`src/rtl/pipe_stage_reg.sv`:
```
// -----------------------------------------------------------------------------
// pipe_stage_reg
//
// Reusable pipeline stage register with a valid/ready handshake, flush,
// bubble insertion and a saturating stall counter. It can sit at any
// boundary in the core (IF/ID, ID/EX, EX/MEM, MEM/WB).
//
// Build option:
//   PIPE_SKID_EN  - when defined, a second (skid) entry is built. in_ready is
//                   then purely registered (!skid_valid), so full throughput
//                   survives a one-cycle downstream stall without a
//                   combinational out_ready -> in_ready path. When undefined,
//                   the stage holds a single entry and in_ready is
//                   !main_valid | out_ready.
//
// Parameters:
//   DATA_W  payload width in bits
//   BUBBLE  payload loaded on reset and on flush
//   CNT_W   width of the saturating stall counter
//
// Ports:
//   clk        rising-edge clock
//   reset      synchronous, active-high reset
//   flush      synchronous kill of all held entries
//   in_valid   upstream payload valid
//   in_ready   stage can accept this cycle
//   in_data    upstream payload
//   out_valid  stage holds a valid payload
//   out_ready  downstream accepts this cycle
//   out_data   payload presented downstream (qualify with out_valid)
//   stall_cnt  cycles with out_valid & !out_ready, saturating
// -----------------------------------------------------------------------------
module pipe_stage_reg #(
    parameter int unsigned       DATA_W = 64,
    parameter logic [DATA_W-1:0] BUBBLE = {DATA_W{1'b0}},
    parameter int unsigned       CNT_W  = 16
) (
    input  logic              clk,
    input  logic              reset,
    input  logic              flush,
    input  logic              in_valid,
    output logic              in_ready,
    input  logic [DATA_W-1:0] in_data,
    output logic              out_valid,
    input  logic              out_ready,
    output logic [DATA_W-1:0] out_data,
    output logic [CNT_W-1:0]  stall_cnt
);

    localparam logic [CNT_W-1:0] CNT_MAX = {CNT_W{1'b1}};

`ifdef PIPE_SKID_EN
    typedef enum logic [1:0] {
        EMPTY = 2'd0,
        FULL1 = 2'd1,
        FULL2 = 2'd2
    } state_t;
`else
    typedef enum logic [1:0] {
        EMPTY = 2'd0,
        FULL1 = 2'd1
    } state_t;
`endif

    state_t            state_q, state_d;
    logic [DATA_W-1:0] main_data_q, main_data_d;
    logic [CNT_W-1:0]  stall_cnt_q;
    logic              main_valid;
    logic              accept;
    logic              drain;

    // The entry valid bits are decoded from the state, so they can never
    // disagree with it.
    assign main_valid = (state_q != EMPTY);

`ifdef PIPE_SKID_EN
    logic [DATA_W-1:0] skid_data_q, skid_data_d;
    logic              skid_valid;

    assign skid_valid = (state_q == FULL2);
    // Registered ready: depends only on state, never on out_ready.
    assign in_ready   = !skid_valid;
`else
    // Single entry: a full stage can still accept when it drains this cycle.
    assign in_ready   = !main_valid || out_ready;
`endif

    assign accept    = in_valid && in_ready;
    assign drain     = out_valid && out_ready;
    assign out_valid = main_valid;
    assign out_data  = main_data_q;
    assign stall_cnt = stall_cnt_q;

    // -------------------------------------------------------------------------
    // Next-state / datapath
    // -------------------------------------------------------------------------
    always_comb begin
        // NOTE: every signal written here gets a default first, so no path
        // through the block leaves it unassigned and no latch is inferred.
        state_d     = state_q;
        main_data_d = main_data_q;
`ifdef PIPE_SKID_EN
        skid_data_d = skid_data_q;
`endif

        if (flush) begin
            // Flush wins over accept and drain; any input taken this cycle
            // is dropped.
            state_d     = EMPTY;
            main_data_d = BUBBLE;
`ifdef PIPE_SKID_EN
            skid_data_d = BUBBLE;
`endif
        end else begin
            case (state_q)
                EMPTY: begin
                    if (accept) begin
                        state_d     = FULL1;
                        main_data_d = in_data;
                    end
                end
                FULL1: begin
                    if (accept && drain) begin
                        main_data_d = in_data;
`ifdef PIPE_SKID_EN
                    end else if (accept) begin
                        state_d     = FULL2;
                        skid_data_d = in_data;
`endif
                    end else if (drain) begin
                        // main_data keeps the drained payload; out_valid=0
                        // tells downstream to ignore it.
                        state_d = EMPTY;
                    end
                end
`ifdef PIPE_SKID_EN
                FULL2: begin
                    // in_ready is low here, so only a drain can happen.
                    if (drain) begin
                        state_d     = FULL1;
                        main_data_d = skid_data_q;
                    end
                end
`endif
                default: begin
                    state_d = EMPTY;
                end
            endcase
        end
    end

    // -------------------------------------------------------------------------
    // State and data registers
    // -------------------------------------------------------------------------
    always_ff @(posedge clk) begin
        // NOTE: sequential state uses non-blocking assignments so every
        // register samples pre-edge values, independent of statement order.
        if (reset) begin
            state_q     <= EMPTY;
            // NOTE: the payload registers are reset on purpose: downstream
            // sees a defined BUBBLE on out_data straight out of reset.
            main_data_q <= BUBBLE;
`ifdef PIPE_SKID_EN
            skid_data_q <= BUBBLE;
`endif
        end else begin
            state_q     <= state_d;
            main_data_q <= main_data_d;
`ifdef PIPE_SKID_EN
            skid_data_q <= skid_data_d;
`endif
        end
    end

    // -------------------------------------------------------------------------
    // Stall counter: counts on current outputs (including a flush cycle),
    // saturates, and is cleared only by reset.
    // -------------------------------------------------------------------------
    always_ff @(posedge clk) begin
        if (reset) begin
            stall_cnt_q <= '0;
        end else if (out_valid && !out_ready && (stall_cnt_q != CNT_MAX)) begin
            stall_cnt_q <= stall_cnt_q + CNT_W'(1);
        end
    end

endmodule

```
`config.mk`:
```
export PLATFORM = sky130hd
export DESIGN_NAME = pipe_stage_reg
export DESIGN_NICKNAME = d
export VERILOG_FILES = /design/src/rtl/pipe_stage_reg.sv
export SDC_FILE = /design/constraint.sdc
export NUM_CORES = 1
export LEC_CHECK = 0
export ABC_AREA = 1
export BUFFER_PORTS_ARGS = -buffer_cell sky130_fd_sc_hd__buf_2
export CORE_ASPECT_RATIO = 1.75
export CORE_UTILIZATION = 35
export CTS_CLUSTER_DIAMETER = 200
export DETAILED_ROUTE_END_ITERATION = 16
export GPL_TIMING_DRIVEN = 0
export PLACE_DENSITY_LB_ADDON = 0.3
export SYNTH_ARGS = -nofsm -noshare
export SYNTH_HDL_FRONTEND = slang
export SYNTH_SLANG_ARGS = --single-unit
```
`constraint.sdc`:
```
create_clock -name clk -period 2.5 [get_ports clk]
set_input_delay 0.625 -clock clk [delete_from_list [all_inputs] [get_ports clk]]
set_output_delay 0.625 -clock clk [all_outputs]
set_load 0.1 [all_outputs]
```
# After elaboration in Yosys (flattened, before gate mapping)
# Index checks and enable logic that the tools add are counted.
totals:
  reg_bits: 82
  output_inout_bits: 82
  wordCells: 31
op_classes:
  addsub: 1
  n_eq_ne: 6
  mux: 7
  reduce_logical: 14
ops:
  columns: ["cell", "n"]
  rows:
  - ["$mux W64", 2]
  - ["$pmux W64 S2", 1]
  - ["$add A16 B1 Y16 const B", 1]
  - ["$ne A16 B16 Y1 const B", 1]
  - ["$ne A2 B2 Y1 const B", 4]
  - ["$mux W2", 3]
  - ["$reduce_and A3 Y1", 2]
  - ["$logic_and A1 B1 Y1", 5]
  - ["$pmux W2 S2", 1]
  - ["$reduce_bool A2 Y1", 2]
  - ["$eq A2 B1 Y1 const B", 1]
  - ["$logic_not A1 Y1", 2]
  - ["$logic_not A2 Y1", 1]
  - ["$reduce_or A2 Y1", 1]
  - ["$logic_or A1 B1 Y1", 1]

# Logic depth before layout (Yosys ltp)
depth:
  ltp_word: 7
  depth_mapped: 9
  ltp_nobuf: 9

# Worst setup path after synthesis
# No wires, ideal clock.
synth_timing:
  path_kind: "register to register"
  start: "reg state_q[0]"
  end: "reg stall_cnt_q[14] (netlist: stall_cnt[14])"
  setup_time_ns: 0.119
  arrival_ns: 2.319
  t_required_ns: 2.381
  setup_slack_ns: 0.061
  path_stages_with_launch: 8
  n_path_buf: 0
  synth_period_minus_slack_ns: 2.439
  path_cell_list: "dfxtp_1 > nand2_2 > nor2_2 > nand3_1 > nor2_1 > nand3_1 > nand2_1 > nor2_1"
synth_via:
  elab_chain_len: 3
synth_lines:
  columns: ["item", "line_no", "text"]
  rows:
  - ["start: declaration", "65", "state_t state_q, state_d;"]
  - ["start signal: assignment", "167", "state_q <= state_d;"]
  - ["$reduce_bool A2 Y1", "74", "assign main_valid = (state_q != EMPTY);"]
  - ["$logic_and A1 B1 Y1 (2 in a row)", "182", "end else if (out_valid && !out_ready && (stall_cnt_q != CNT_MAX)) begin"]
  - ["end signal: assignment", "183", "stall_cnt_q <= stall_cnt_q + CNT_W'(1);"]
  - ["end: declaration", "67", "logic [CNT_W-1:0] stall_cnt_q;"]
# No other way between the ends.
# A chain may end at the register's enable or synchronous reset.

# Final worst setup path
layout_timing:
  start: "in out_ready"
  end: "out in_ready"
layout_via:
  elab_chain_len: 1
layout_lines:
  columns: ["item", "line_no", "text"]
  rows:
  - ["start: declaration", "45", "input logic out_ready,"]
  - ["$logic_or A1 B1 Y1", "85", "assign in_ready = !main_valid || out_ready;"]
  - ["end: declaration", "42", "output logic in_ready,"]
# No other way between the ends.

==> results.md <==
* WP data required at between 1500 and 2000 ps
* YS warnings at 0
* Top FF cell, synth: dfxtp_1
* Largest net degree at the start of global routing at 14
* Die H at ~130 um
* HPWL after detailed placement at ~6600 um
* Hold Buf Count CTS at 0
* # Post-CTS Setup Buffers at 0
* Storage element area at 1622 sq um
* Row count at 45
* Crit Path Category: input port to output port
* Die area at approximately 9400 sq um
* VDD IR max at about 0.32 mV
* Final Setup Violations at 0
* First-pass GRT wire length at 13110 um
* Worst-Skew Late Latency at around 330 ps
* Max H-tree Level at 3
* Int Pwr at approximately 2.1 mW
* Comb power frac at 16.2%
* Setup crit end kind: output port
* Worst path bufs/invs at 3
* Starting DRC count in detailed routing at a little under 70
* Crit path max-delay cell type: buf_2
* Outcome: finished, final reports clean
* Netlist cell types at 19
* Switching power at 886.6 uW
* Num CTS Buffers at 9
* IO buf count at 150
* CP Cell Sequence: buf_2 > inv_1 > nand2_2 > buf_2
* Clock network fraction of total power at about two fifths
* Mapped cell area at 3156 sq um
* Max_slew headroom at approximately two thirds
* Number of flops mapped to enable cells by yosys at 0
* Min-delay src: out_data[37]
* DRC Markers at 0
* RePlAce Congestion at between 0.8 and 0.9
* Final ANT Viol Nets at 0
* Peak fanout along the critical path at 6
* Post-CTS resize count at 0
* Synth-to-layout area growth at 37.03%
* Via density at about 4.6
* RSZ-0062 raised after global routing: false
* Initial Utilization at between 30% and 40%
* Routed Wire Length at between 8000 and 9000 um
* Hold Crit Class: flip-flop to flip-flop
* Fmax at about 500 MHz
* Avg Inst Size Synth at approximately 7.3 sq um
* Final Critical Period at about 1900 ps
* Root Driver: clkbuf_16
* Final Hold Fails at 0
* Sw Share at between 20% and 30%
* Worst setup SP type: input port
* Core area at a little under 9000 sq um
* Final hold slack at roughly 460 ps
* DRT Pass-1 Iters at 5
* RR Startpoint: stall_cnt[0]
* Total track usage at a little under a fifth
* I/O pin count at about 150
* Clock Sinks at 81
* Final worst-path cycle share at 77.80%
* Routed wire length per instance at about 12 um
* Final net count at around 660
* Pwr per Cell Area at about 700 nW/um^2
* Worst-Margin Slew at 515.6 ps
* Mapped Cells at roughly 430
* Seq cells post-synth at 81
* Share of layout cells above drive strength 1 at roughly a third
* Seq pwr share at 44.6%
* Peak per-stage delay on the critical path at ~450 ps
* Critical Path AT at between 1000 and 1500 ps
* Vias in the first global route at slightly below 3000
* Clk buf depth at 2
* Via count at approximately 3300
* CTS tree: built
* Count of pins over their slew limit at 0
* Setup TNS at 0 ps
* Fill cell count at approximately 890
* Worst Setup SP: out_ready
* Async SR Flop Fraction at 0%
* Area of the multi-input gates at 1339 sq um
* Reg clk slew, reported paths at ~50 ps
* Initial antenna violation count at 0
* Leakage at 2.058 nW
* Worst Skew at around 4.7 ps
* Seq/Total Area, Yosys at ~50%
* Syn_nets at around 500
* Die Wd at ~74 um
* CP delay by family, top: buffers and inverters
* Most common cell on crit path: buf_2
* ANT cells at 0
* Max-Cap Viols at 0
* Overflow after GRT at 0
[power groups by stage]
stage	Combinational [mW]	Clock, mW	Sequential, mW
finish	0.488	1.18	1.34
global route	0.517	1.28	1.35
CTS	0.491	1.22	1.34
detailed placement	0.490	0	1.37
global placement	0.486	0	1.37
floorplan	0.118	0	1.62
[sequential cells by signal, summed over array words and instances, names as in the netlist]
register / count
stall_cnt: 16
state_q: 1
out_data: 64
[placed cells by master (no fill, tap or decap), types with 2 or more instances in the layout]
cell type / n
buf_4: 8
a21oi_1: 75
inv_1: 14
nor2_4: 2
clkinv_2: 3
clkbuf_1: 2
nor2_2: 4
buf_2: 162
clkbuf_16: 9
dfxtp_1: 81
clkinv_4: 2
nor2_1: 42
nand2_1: 169
nand3_1: 15
[metrics by stage]
stage | setup WS, ps | std cells | utilization [%] | power, mW | instance area (sq um)
after floorplan | 61.40 | 432 | - | 1.738 | 3156
after global placement | 555.6 | 699 | 46.44 | 1.856 | 4053
after detailed placement | 553.3 | 699 | 46.44 | 1.861 | 4053
after CTS | 552.6 | 714 | 49.55 | 3.057 | 4324
after global routing | 539.6 | 714 | 49.55 | 3.143 | 4324
final | 555.0 | 714 | 49.55 | 3.012 | 4324
[metal layers]
layer  part of all wire, %  wire, um  global-route usage, %
met1                    39      3391                  17.76
met2                    52      4483                  33.78
met4                   2.5       214                  8.937
met3                   6.4       555                  5.599
met5                     0         0                      0
[area by class of cell]
cell class                      count  area share (%)
Sequential cell                    81           37.50
Multi-Input combinational cell    313           30.96
Timing Repair Buffer              150           17.36
Clock buffer                       10           5.527
Tap cell                          117           3.385
Buffer                             23           3.212
Inverter                           15           1.302
Clock inverter                      5          0.7523
[Yosys cell counts, types with 2 or more instances]
| master | n | share of area, % |
|---|---|---|
| buf_4 | 8 | 1.9 |
| clkbuf_1 | 2 | 0.24 |
| a21oi_1 | 75 | 12 |
| nor2_1 | 42 | 5.0 |
| buf_2 | 12 | 1.9 |
| inv_1 | 14 | 1.7 |
| dfxtp_1 | 81 | 51 |
| nand2_1 | 169 | 20 |
| nor2_2 | 4 | 0.79 |
| nor2_4 | 2 | 0.71 |
| nand3_1 | 15 | 2.4 |
[worst min-delay path: cells and delay by family (launching register included)]
family             cells  cell delay, ps
and+or+nand+nor        1              60
AOI/OAI and AO/OA      1              50
DFF                    1             300
[worst paths after layout]
| check | end | slack [ps] | cells past startpoint |
|---|---|---|---|
| setup / recovery | in_ready | 550 | 4 |
| hold / removal | out_data[37] | 460 | 2 |
| setup reg to reg | stall_cnt[14] | 1010 | 8 |
| hold reg to reg | out_data[37] | 460 | 2 |
[logic make-up (layout without fill, tap and decap cells)]
group	Yosys count	in the layout	synth area share [%]
adders and majority gates	1	1	0.3964
and+or+nand+nor	236	236	29.98
DFF	81	81	51.39
AOI/OAI and AO/OA	76	76	12.05
buffers and inverters	38	203	6.186
(Power assumes the default switching activity.)
